--- src/rtl/led_fader.sv ---
// Fades each LED channel linearly toward its on/off target and renders brightness with a shared PWM counter.
// Latency: pattern_in -> led_out is 3 cycles when fade_en=0; no backpressure (free-running outputs).
module led_fader #(
    parameter int NUM_CH   = 4,
    parameter int PWM_BITS = 8,
    parameter int FADE_DIV = 390625
) (
    input  logic              clk,
    input  logic              rst_n,
    input  logic [NUM_CH-1:0] pattern_in,
    input  logic              fade_en,
    output logic [NUM_CH-1:0] led_out,
    output logic              busy
);

    localparam logic [PWM_BITS-1:0] MAX = {PWM_BITS{1'b1}};
    localparam int PRE_W = (FADE_DIV > 1) ? $clog2(FADE_DIV) : 1;
    localparam logic [PRE_W-1:0] PRE_LAST = PRE_W'(FADE_DIV - 1);

    logic [NUM_CH-1:0]   pattern_q;
    logic [PWM_BITS-1:0] level [NUM_CH];
    logic [PRE_W-1:0]    prescaler;
    logic                step_tick;
    logic [PWM_BITS-1:0] pwm_cnt;

    always_ff @(posedge clk) begin
        if (!rst_n) begin
            pattern_q <= '0;
            prescaler <= '0;
            step_tick <= 1'b0;
            pwm_cnt   <= '0;
            led_out   <= '0;
            for (int i = 0; i < NUM_CH; i++) begin
                level[i] <= '0;
            end
        end else begin
            pattern_q <= pattern_in;

            if (prescaler == PRE_LAST) begin
                prescaler <= '0;
                step_tick <= 1'b1;
            end else begin
                prescaler <= prescaler + 1'b1;
                step_tick <= 1'b0;
            end

            // Counter stops one short of MAX so level MAX stays high for the whole period.
            if (pwm_cnt == MAX - 1'b1) begin
                pwm_cnt <= '0;
            end else begin
                pwm_cnt <= pwm_cnt + 1'b1;
            end

            for (int i = 0; i < NUM_CH; i++) begin
                if (!fade_en) begin
                    level[i] <= pattern_q[i] ? MAX : '0;
                end else if (step_tick) begin
                    if (pattern_q[i] && level[i] != MAX) begin
                        level[i] <= level[i] + 1'b1;
                    end else if (!pattern_q[i] && level[i] != '0) begin
                        level[i] <= level[i] - 1'b1;
                    end
                end
                led_out[i] <= (level[i] > pwm_cnt);
            end
        end
    end

    always_comb begin
        busy = 1'b0;
        for (int i = 0; i < NUM_CH; i++) begin
            if (level[i] != (pattern_q[i] ? MAX : '0)) begin
                busy = 1'b1;
            end
        end
    end

endmodule
--- config.mk ---
export PLATFORM = sky130hd
export DESIGN_NAME = led_fader
export DESIGN_NICKNAME = d
export VERILOG_FILES = /design/src/rtl/led_fader.sv
export SDC_FILE = /design/constraint.sdc
export NUM_CORES = 1
export LEC_CHECK = 0
export CAP_MARGIN = 20
export CORE_MARGIN = 3
export CORE_UTILIZATION = 55
export CTS_CLUSTER_SIZE = 14
export DETAILED_ROUTE_END_ITERATION = 7
export GPL_TIMING_DRIVEN = 1
export PLACE_DENSITY_LB_ADDON = 0.2
export RECOVER_POWER = 100
export SLEW_MARGIN = 20
export SYNTH_ARGS = -nofsm -noshare
export SYNTH_HDL_FRONTEND = slang
export SYNTH_SLANG_ARGS = --single-unit
--- constraint.sdc ---
create_clock -name clk -period 3.6 [get_ports clk]
set_input_delay 0.54 -clock clk [delete_from_list [all_inputs] [get_ports clk]]
set_output_delay 0.54 -clock clk [all_outputs]
set_load 0.005 [all_outputs]
==> results of run 1 <==
## layout by cell type (no fill, tap or decap), types with 6 or more instances in the layout
cell type and n:
nor2_1 56, ha_1 48, a21oi_1 37, dfxtp_1 36, edfxtp_1 32, nand3_1 31, nand2_1 31, inv_1 28
o21ai_0 27, and3_1 18, xor2_1 18, xnor2_1 18, nor3_1 15, nand4_1 12, a21o_1 12, and4_1 10
clkbuf_8 9, a211oi_1 8, o21a_1 8, nor2b_1 7, a221oi_1 7, or3_1 7, o22ai_1 7, nor4_1 6
clkdlybuf4s50_1 6
## worst max-delay path: stages
cell and delay (ps):
dlygate4sd3_1 630, clkbuf_1 650, and3_1 560, o211a_1 330, a21oi_1 120, and3_1 220
a2111oi_0 340
## state kept, by name, indices dropped and copies added (netlist names)
name,count
led_out,4
level,32
pattern_q,4
prescaler,19
pwm_cnt,8
step_tick,1
## cell type report
cell class | instances | share of cell area, %
clock buffer | 11 | 2.87
clock inverter | 5 | 1.11
inverter | 28 | 1.98
multi-input combinational | 446 | 57.4
sequential | 68 | 31.6
tap | 108 | 2.54
timing repair buffer | 15 | 2.49
## layer usage
metal  wire, um  part of all wire, %  up-vias
met5          0                    0        -
met4        294                  2.5        0
met3        927                  7.7       29
met2       5440                   45      223
met1       5310                   44     2046
li1           -                    -     2130
## power groups by stage
| stage | combinational [W] | sequential, W | clock [W] |
|---|---|---|---|
| 4_1_cts | 0.000276 | 0.000912 | 0.000682 |
| 6_report | 0.000274 | 0.000914 | 0.000671 |
| 3_5_place_dp | 0.000273 | 0.000929 | 0 |
| 3_3_place_gp | 0.000263 | 0.000928 | 0 |
| 2_1_floorplan | 0.000226 | 0.000893 | 0 |
| 5_1_grt | 0.000312 | 0.000921 | 0.000715 |
## stage by stage
step           utilization, %  instance area [um^2]  hold WS [ps]
6_report                 60.7                  5320           486
5_1_grt                  60.7                  5320           516
4_1_cts                  60.9                  5330           496
3_5_place_dp             58.5                  5120           476
3_3_place_gp             58.5                  5120           470
2_1_floorplan               -                  4980           441
## final timing paths
check,to,from,slack [ps]
hold / removal,prescaler[0],prescaler[0],490
hold reg to reg,prescaler[0],prescaler[0],490
setup / recovery,level[0][2],rst_n,330
setup reg to reg,level[0][1],level[0][0],670
## cells by family after synthesis
group / after synthesis / share of synthesized area [%]
AND/OR/NAND/NOR: 218 / 23.4
AO/OA/AOI/OAI: 144 / 19.7
flip-flops: 68 / 33.8
buffers and inverters: 50 / 4.75
adder cells (fa/ha/maj): 48 / 12.1
XOR/XNOR: 36 / 6.33
==> run_results.csv, run 1 <==
group,metric,value,unit
pwr,pwr-share-clk,36.1,%
drt,ant_nets,0,
layout,final_cells,681,
pwr,p_per_area,350,nW/um^2
clocking,ctsHoldBuffers,0,
die,initial_core_util,56.8,%
layout,n_antenna_cell,0,
logic_synthesis,synth_edf_count,32,
logic_synthesis,synth_warnings,0,
critical_path,cp_data_arrival_time,3400,ps
timing,period_share,90.9,%
min_path,hold_class,"flip-flop to flip-flop",
logic_synthesis,yosys-top-cells-area,"edfxtp_1, dfxtp_1, ha_1, nor2_1, a21oi_1",
layout,multi_input_area,3050,um^2
pwr,ir_worst_vdd,0.221,mV
min_path,hold_path_depth,1,
placed_design,place_ws,659,ps
logic_synthesis,synth_async_sr_flop_share,0,%
clocking,clkLatencyLatePin,340,ps
outcome,status,"completed",
timing,drv_slew,0,
critical_path,startpoint_type,"input pin",
clocking,cts_sinks,68,
placed_design,placed_cells,665,
clocking,cts_buffer_depth,2,
timing,post-route-min-period,3270,ps
layout,layout.area.seq,1680,um^2
timing,finClkSkew,7.87,ps
pwr,intPower,0.00134,W
grt,grt_pass1_vias,4265,
clocking,cts_buffers,9,
timing,final-setup-viol-count,0,
layout,fillers,722,
drt,post-route-drc-count,0,
placed_design,gp_congestion,0.934,
logic_synthesis,synth-seq-area-share,33.8,%
drt,via_count,4428,
clocking,cts_root_buf,"clkbuf_8",
logic_synthesis,syn_area_per_cell,8.83,um^2
critical_path,r2r_cells,5,
drt,dr.first_iter.drc_count,329,
placed_design,port-buffer-count,11,
flow_run,drv_cap,0,
grt,top_usage_layer,"met2",
logic_synthesis,yosysTopAreaCell,"edfxtp_1",
drt,wl_per_cell,17.6,um
grt,grtUsageMet1,34.2,%
timing,max_freq,306,MHz
grt,antenna_found_initial,0,
pwr,switching_share,28.1,%
die,design.core.area,8760,um^2
pwr,finalPower,0.00186,W
timing,rsz0062_at_grt,"false",
layout,areaGrowthSynthToFinish,6.86,%
timing,hold_viol,0,
timing,setup_slack,328,ps
clocking,cts_tree,"built",
logic_synthesis,synth.most_common_cell,"nor2_1",
grt,grt_pass1_wl,20700,um
pwr,pwr-share-comb,14.8,%
die,rows,34,
critical_path,required,3730,ps
timing,slew_headroom,44.9,%
timing,tightest_slew,826,ps
logic_synthesis,ys_types,67,
clocking,postCtsResizedCells,0,
die,chipHeight,101,um
grt,grt.overflow.total,0,
logic_synthesis,ys.flop_type,"dfxtp_1",
pwr,leakagePower,2.01,nW
logic_synthesis,syn_inst,564,
layout,nets,623,
die,ios,12,
die,dieArea,10200,um^2
timing,setup_tns,0,ps
placed_design,place.detailed.hpwl,8620,um
drt,wl,12000,um
grt,grt_use_met2,39.7,%
critical_path,critical_path_class,"input pin to flip-flop",
drt,viasPerCell,6.50,
grt,track_usage,24.9,%
clocking,htree_levels,3,
pwr,p_sw,0.000523,W
grt,grt_start_max_net_pins,19,
critical_path,path_max_fanout,17,
die,die_x,101,um
critical_path,cp-end-kind,"flip-flop",
drt,dr.pass1.iters,5,
clocking,clk_pin_slew,80,ps
logic_synthesis,synth_area,4980,um^2
logic_synthesis,ys_ff_latch,68,
pwr,pwr-share-seq,49.2,%
layout,drive_above_1_share,4.89,%
grt,grt.met3_usage,4.20,%
logic_synthesis,ys_top_cells_by_count,"nor2_1, ha_1, a21oi_1",
clocking,post-cts-setup-buffers,0,
logic_synthesis,synthesis.nets,619,
logic_synthesis,yosys.area.top_type_share,19.3,%
Note: power is estimated with default switching activity, not from simulation.
==> run 2, diff against run 1 <==
CORE_MARGIN = default   (was 3)
==> run 2 against run 1 <==
Core utilization is 0.46 points lower. Flip-flop and latch count unchanged. Clock power down 12%. Wire length increased by 0.71%. Global-route usage increased by 1.9 points. Die area down 7.8%. Non-clock buffer count unchanged. Final cell count did not move. Clock skew grew 2.7 ps. First-iteration DRC count down 40%. Combinational power rose by 1%. Largest power group unchanged. Highest routed layer unchanged.
==> run_results.csv, run 2 (synthesis results as in run 1) <==
group,metric,value,unit
outcome,status,"completed",
die,rows,34,
clocking,cts_tree,"built",
pwr,leakagePower,1.99,nW
layout,layout.area.seq,1680,um^2
grt,track_usage,26.8,%
pwr,p_sw,0.000555,W
layout,mostFrequentLayoutCells,"nor2_1, ha_1, a21oi_1",
grt,grt_start_max_net_pins,19,
clocking,ctsHoldBuffers,0,
die,chipHeight,97.1,um
layout,nets,623,
timing,drv_slew,0,
clocking,post-cts-setup-buffers,0,
layout,largest_reg_flops,32,
pwr,pwr-share-clk,33.2,%
clocking,htree_levels,3,
placed_design,gp_congestion,0.994,
drt,dr.first_iter.drc_count,198,
layout,fillers,784,
clocking,cts_sinks,68,
layout,n_antenna_cell,0,
clocking,postCtsResizedCells,0,
grt,antenna_found_initial,0,
drt,ant_nets,0,
die,die_x,97.1,um
timing,max_freq,310,MHz
drt,dr.pass1.iters,6,
timing,finClkSkew,10.6,ps
layout,reg_top3,"level (32), prescaler (19), pwm_cnt (8)",
timing,setup_tns,0,ps
drt,via_count,4409,
critical_path,path_max_fanout,11,
die,dieArea,9440,um^2
layout,final_common_cell,"nor2_1",
clocking,cts_buffers,9,
timing,rsz0062_at_grt,"false",
timing,post-route-min-period,3220,ps
critical_path,crit_chain,"nor4_4 > nand4_1 > or3_1 > o21ai_0 > nand3b_1 > dlygate4sd3_1",
clocking,clk_pin_slew,80,ps
pwr,ir_worst_vdd,0.180,mV
critical_path,cp-end-kind,"output port",
pwr,intPower,0.00123,W
grt,grt.overflow.total,0,
timing,final-setup-viol-count,0,
drt,wl,12100,um
min_path,hold_class,"flip-flop to flip-flop",
placed_design,place.detailed.hpwl,8700,um
pwr,finalPower,0.00178,W
die,design.core.area,8760,um^2
grt,grt_pass1_vias,4106,
layout,regMostFlops,"level",
timing,period_share,89.5,%
layout,multi_input_area,3050,um^2
pwr,switching_share,31.1,%
drt,viasPerCell,6.47,
critical_path,critical_path_class,"flip-flop to output port",
timing,hold_viol,0,
flow_run,drv_cap,0,
timing,tightest_slew,810,ps
placed_design,placed_cells,665,
clocking,cts_root_buf,"clkbuf_8",
placed_design,port-buffer-count,11,
clocking,cts_buffer_depth,2,
pwr,p_per_area,338,nW/um^2
critical_path,required,3060,ps
layout,final_cells,681,
layout,areaGrowthSynthToFinish,6.06,%
layout,drive_above_1_share,4.89,%
pwr,pwr-share-seq,51.3,%
drt,post-route-drc-count,0,
clocking,clkLatencyLatePin,370,ps
die,ios,12,
grt,grt_pass1_wl,20200,um
critical_path,crit_slowest_cell,"dlygate4sd3_1",
drt,wl_per_cell,17.7,um
critical_path,cp_data_arrival_time,2680,ps
timing,slew_headroom,46.0,%
critical_path,cp_slowest_stage_delay,600,ps
critical_path,startpoint_type,"flip-flop",
die,initial_core_util,56.8,%
pwr,pwr-share-comb,15.6,%
==> run 2: layout make-up <==
class | instances | share of cell area (%)
well taps | 108 | 2.56
flip-flops and latches | 68 | 31.8
clock inverters | 7 | 0.900
multi-input cells | 446 | 57.8
inverters | 28 | 1.99
repair buffers | 15 | 2.51
clock buffers | 9 | 2.35
==> run 2: worst max-delay path: cells and delay by family, from the launching register on <==
family	cells	cell delay, ps
buf+inv	1	600
compound gates	1	80
flops	1	570
simple gates	4	1060
==> run 2: metal layers <==
| layer | global-route usage [%] | routed length [um] | vias up |
|---|---|---|---|
| met4 | 12.2 | 368 | 0 |
| li1 | - | - | 2128 |
| met2 | 41.4 | 5360 | 195 |
| met1 | 36.2 | 5430 | 2054 |
| met5 | 0 | 0 | - |
| met3 | 5.54 | 901 | 32 |
==> run 2: per-stage QoR <==
step           utilization, %  hold WS (ps)  worst slack [ps]  cell area (um^2)
2_1_floorplan               -           441              1350              4980
3_3_place_gp             58.5           468               692              5120
3_5_place_dp             58.5           471               660              5120
4_1_cts                  60.4           489               517              5290
5_1_grt                  60.3           533               250              5280
6_report                 60.3           482               378              5280
==> run 2: worst paths after layout <==
check                     from      endpoint  slack, ps  cells after the start
hold reg to reg   prescaler[0]  prescaler[0]        480                      1
setup / recovery   level[1][2]          busy        380                      6
setup reg to reg   level[0][0]   level[0][6]        700                      5
hold / removal    prescaler[0]  prescaler[0]        480                      1
==> run 2: power by group through the flow <==
stage	sequential [W]	clock (W)	combinational [W]
after floorplan	0.000893	0	0.000226
after global placement	0.000929	0	0.000265
after detailed placement	0.000929	0	0.000277
after CTS	0.000911	0.000600	0.000279
after global routing	0.000921	0.000635	0.000313
final	0.000914	0.000591	0.000278
==> variant 1: new RTL, settings of run 2 <==
Register the inputs `pattern_in` and `fade_en` before use, without a reset. The logic sees them one clock later. Comments in the files are not updated.
--- a/src/rtl/led_fader.sv
+++ b/src/rtl/led_fader.sv
@@ -17,6 +17,14 @@
     localparam int PRE_W = (FADE_DIV > 1) ? $clog2(FADE_DIV) : 1;
     localparam logic [PRE_W-1:0] PRE_LAST = PRE_W'(FADE_DIV - 1);
 
+    logic [NUM_CH-1:0] pattern_r;
+    logic fade_en_q;
+
+    always_ff @(posedge clk) begin
+        pattern_r <= pattern_in;
+        fade_en_q <= fade_en;
+    end
+
     logic [NUM_CH-1:0]   pattern_q;
     logic [PWM_BITS-1:0] level [NUM_CH];
     logic [PRE_W-1:0]    prescaler;
@@ -34,7 +42,7 @@
                 level[i] <= '0;
             end
         end else begin
-            pattern_q <= pattern_in;
+            pattern_q <= pattern_r;
 
             if (prescaler == PRE_LAST) begin
                 prescaler <= '0;
@@ -52,7 +60,7 @@
             end
 
             for (int i = 0; i < NUM_CH; i++) begin
-                if (!fade_en) begin
+                if (!fade_en_q) begin
                     level[i] <= pattern_q[i] ? MAX : '0;
                 end else if (step_tick) begin
                     if (pattern_q[i] && level[i] != MAX) begin
Check against the original RTL: not equivalent (a bounded check fails within 4 cycles, from zero or initial values and one cycle with rst_n low).
==> variant 1 against run 2 <==
Total power increased by 13%; routed wire length increased by 1.6%; synthesized area increased by 3.0%; sequential share of layout area increased by 0.62 points; design area increased by 3.9%; sequential power increased by 11%; sequential cell count increased by 5; worst setup slack got worse by 0.22 ns.
==> variant 1: results (changes against run 2) <==
outcome: "complete, no violations"
clock_latency_ns: 0.35  # -0.02 ns
ys_types: 64  # -4.5%
grt_pass1_wl_mm: 20.8  # +3.1%
dp.final_hpwl_mm: 8.72  # +0.20%
grt_pass1_vias: 4325  # +5.3%
wl_per_cell_um: 17.2  # -2.8%
clk_path_buf_depth: 2  # unchanged
fillCellCount: 744  # -5.1%
path_max_fanout: 10  # -1
drt_iter0_markers: 365  # +84%
ys_top_cells_by_area: "edfxtp_1, dfxtp_1, ha_1"
drive_gt1_share_pct: 4.97  # +0.080 points
hp-class: "flip-flop to flip-flop"
grtUsageTotal_pct: 26.5  # -0.31 points
placed_cells: 696  # +4.7%
swShare_pct: 30.3  # -0.79 points
tightestPinTransition_ns: 0.812  # +0.00222 ns
netlist_top_cells_count: "nand2_1, nor2_1, ha_1"
max_stage_delay_ns: 0.57  # -0.03 ns
static-leakage-power_uw: 0.00208  # +4.5%
drtPass1Iterations: 7  # +1
place_area_sq_um: 5320  # +3.8%
syn_area_per_cell_sq_um: 8.59  # -2.7%
synth-seq-area-share_pct: 34.7  # +0.95 points
cp_slowest_cell: "or4_1"
routed_via_density: 6.41  # -0.97%
gp_congestion: 0.937  # -5.8%
port_buffers: 11  # unchanged
final_cells: 712  # +4.6%
r2r_slack_ns: 0.67  # -0.03 ns
ir_worst_vdd_uv: 207  # +15%
n_antenna_cell: 0  # unchanged
antenna_found_initial: 0  # unchanged
async_reset_ff_share_pct: 0  # unchanged
layout.nets: 654  # +5.0%
fin_skew_ns: 0.00848  # -0.00212 ns
-- variant 1: per-layer routing --
layer | up-vias | global-route usage, % | part of all wire (%)
met1 | 2109 | 35.6 | 44
met4 | 0 | 9.30 | 2.4
met2 | 200 | 43.2 | 46
li1 | 2214 | - | -
met5 | - | 0 | 0
met3 | 42 | 4.68 | 7.3
-- variant 1: cell families (layout without fill, tap and decap cells) --
kind of cell | after synthesis | after routing | synth area share (%)
fa+ha+maj | 48 | 48 | 11.7
simple gates | 240 | 240 | 24.2
buf+inv | 56 | 63 | 4.68
flops | 73 | 73 | 34.7
compound gates | 142 | 142 | 18.0
xor+xnor | 34 | 34 | 5.80
mux | 4 | 4 | 0.902
-- variant 1: path summary, 6_finish.rpt --
path	to	cells after the start	startpoint
min reg2reg	pattern_q[3]	1	pattern_r[3]
min	pattern_q[3]	1	pattern_r[3]
max reg2reg	level[2][7]	7	level[2][1]
max	busy	5	level[0][2]
-- variant 1: worst reg2reg max path: cells and delay by family (launching register included) --
family,cells,cell delay (ns)
buffers and inverters,2,0.39
and+or+nand+nor,3,0.91
AOI/OAI and AO/OA,1,0.53
adders and majority gates,1,0.16
DFF,1,0.57
-- variant 1: through the flow --
| stage | util, % | hold WS (ns) | setup WS (ns) | total power (uW) |
|---|---|---|---|---|
| 6_report | 61.7 | 0.439 | 0.159 | 2020 |
| 5_1_grt | 61.7 | 0.459 | 0.0913 | 2130 |
| 4_1_cts | 62.0 | 0.442 | 0.0748 | 2050 |
| 3_5_place_dp | 59.8 | 0.423 | 0.482 | 1380 |
| 3_3_place_gp | 59.8 | 0.418 | 0.501 | 1360 |
| 2_1_floorplan | - | 0.412 | 1.28 | 1270 |
-- variant 1: layout make-up --
type / instances / area share [%]
Multi-Input combinational cell: 468 / 56.5
Clock inverter: 7 / 1.39
Sequential cell: 73 / 32.5
Clock buffer: 9 / 2.26
Tap cell: 108 / 2.46
Inverter: 27 / 1.85
Timing Repair Buffer: 20 / 3.03
-- variant 1: timing repair --
| item | CTS | global route |
|---|---|---|
| gates resized for setup | 0 | 1 |
| setup buffers | 0 | 0 |
| endpoints found under the setup margin | 0 | 1 |
-- variant 1: power by group through the flow --
stage	combinational (uW)	sequential, uW	clock, uW
6_report	343	1010	663
5_1_grt	387	1020	717
4_1_cts	351	1010	685
3_5_place_dp	347	1030	0
3_3_place_gp	333	1030	0
2_1_floorplan	291	976	0
==> variant 2: new RTL, config.mk and constraints of run 2 <==
Without the edit above. Change the parameter `NUM_CH` from 4 to 2.
--- a/src/rtl/led_fader.sv
+++ b/src/rtl/led_fader.sv
@@ -1,7 +1,7 @@
 // Fades each LED channel linearly toward its on/off target and renders brightness with a shared PWM counter.
 // Latency: pattern_in -> led_out is 3 cycles when fade_en=0; no backpressure (free-running outputs).
 module led_fader #(
-    parameter int NUM_CH   = 4,
+    parameter int NUM_CH   = 2,
     parameter int PWM_BITS = 8,
     parameter int FADE_DIV = 390625
 ) (
Interface: changed (resized led_out and pattern_in); port bits go from 12 to 8. No check against the original RTL was run, so the function may have changed too.
==> variant 2 against run 2 <==
Synthesized cell count is 39% lower; design area is 37% lower; total power is 39% lower; first-iteration DRC count is 39% lower; largest cell class unchanged; routed wire length is 48% lower; worst setup slack better by 0.0035 ns; synthesized area is 37% lower; combinational power is 52% lower; non-clock buffer count is 7 lower; sequential cell count is 20 lower; die area is 36% lower.
==> variant 2: results (changes against run 2) <==
comb.multi_input.count: 262  # -41%
drive_gt1_share_pct: 5.11  # +0.23 points
muxShareOfSynthArea_pct: 0  # unchanged
multi_input_comb_area_sq_um: 1820  # -40%
port_buffers: 7  # -4
syn-num-nets: 377  # -39%
r2r-start: "level[1][4]"
tightestPinTransition_ns: 0.791  # -0.0191 ns
pre_cts_slack_ns: 0.287  # -0.373 ns
layout.nets: 385  # -38%
dp.final_hpwl_mm: 4.59  # -47%
drtPass1Iterations: 4  # -2
grt_start_max_net_pins: 20  # +1
outcome: "complete, no violations"
cp-startpoint: "level[0][2]"
synth-compound-area-share_pct: 14.5  # -5.2 points
crit_end: "busy"
seq_share_pct: 34.0  # +2.1 points
r2r-end: "level[1][7]"
clock_area_share_pct: 2.92  # -0.33 points
vias: 2465  # -44%
ys_top_cells_by_area: "dfxtp_1, edfxtp_1, ha_1"
static-leakage-power_uw: 0.00125  # -37%
whs_ns: 0.490  # +0.00829 ns
nNonClkInverters: 26  # -7.1%
p_comb_share_pct: 12.3  # -3.3 points
fin_skew_ns: 0.00315  # -0.00744 ns
synthAdderAreaFrac_pct: 11.8  # -0.25 points
internal_power_uw: 800  # -35%
seq_power_share_pct: 56.1  # +4.8 points
regMostFlops: "prescaler"
netlist_top_cells_count: "nor2_1, dfxtp_1, ha_1"
rr_worst_depth: 9  # +4
grt_pass1_wl_mm: 10.7  # -47%
ys_ff_latch: 48  # -29%
cts_inserted_buffers: 5  # -4
wl_mm: 6.24  # -48%
fillCellCount: 459  # -41%
synth_edf_count: 16  # -50%
grt_pass1_vias: 2355  # -43%
ys_types: 56  # -16%
synth_xor_area_share_pct: 8.66  # +2.3 points
r2r_slack_ns: 0.54  # -0.16 ns
gp_congestion: 0.843  # -15%
## variant 2: stage by stage
stage	power [uW]	instance area (sq um)	std cells
6_report	1090	3300	424
2_1_floorplan	721	3130	343
5_1_grt	1140	3300	424
4_1_cts	1110	3350	424
3_5_place_dp	761	3260	416
3_3_place_gp	758	3260	416
## variant 2: per-layer routing
| metal | wire length, um | vias up | track usage, % |
|---|---|---|---|
| met4 | 63 | 0 | 7.74 |
| met5 | 0 | - | 0 |
| li1 | - | 1265 | - |
| met3 | 249 | 6 | 4.59 |
| met2 | 2900 | 35 | 36.9 |
| met1 | 3020 | 1159 | 28.9 |
## variant 2: worst reg2reg max path: cells and delay by family (launching register included)
family                   cells  cell delay, ns
adder cells (fa/ha/maj)      1            0.39
buffers and inverters        1            0.20
XOR/XNOR                     1            0.16
flip-flops                   1            0.47
AND/OR/NAND/NOR              2            0.72
AO/OA/AOI/OAI                4            0.84
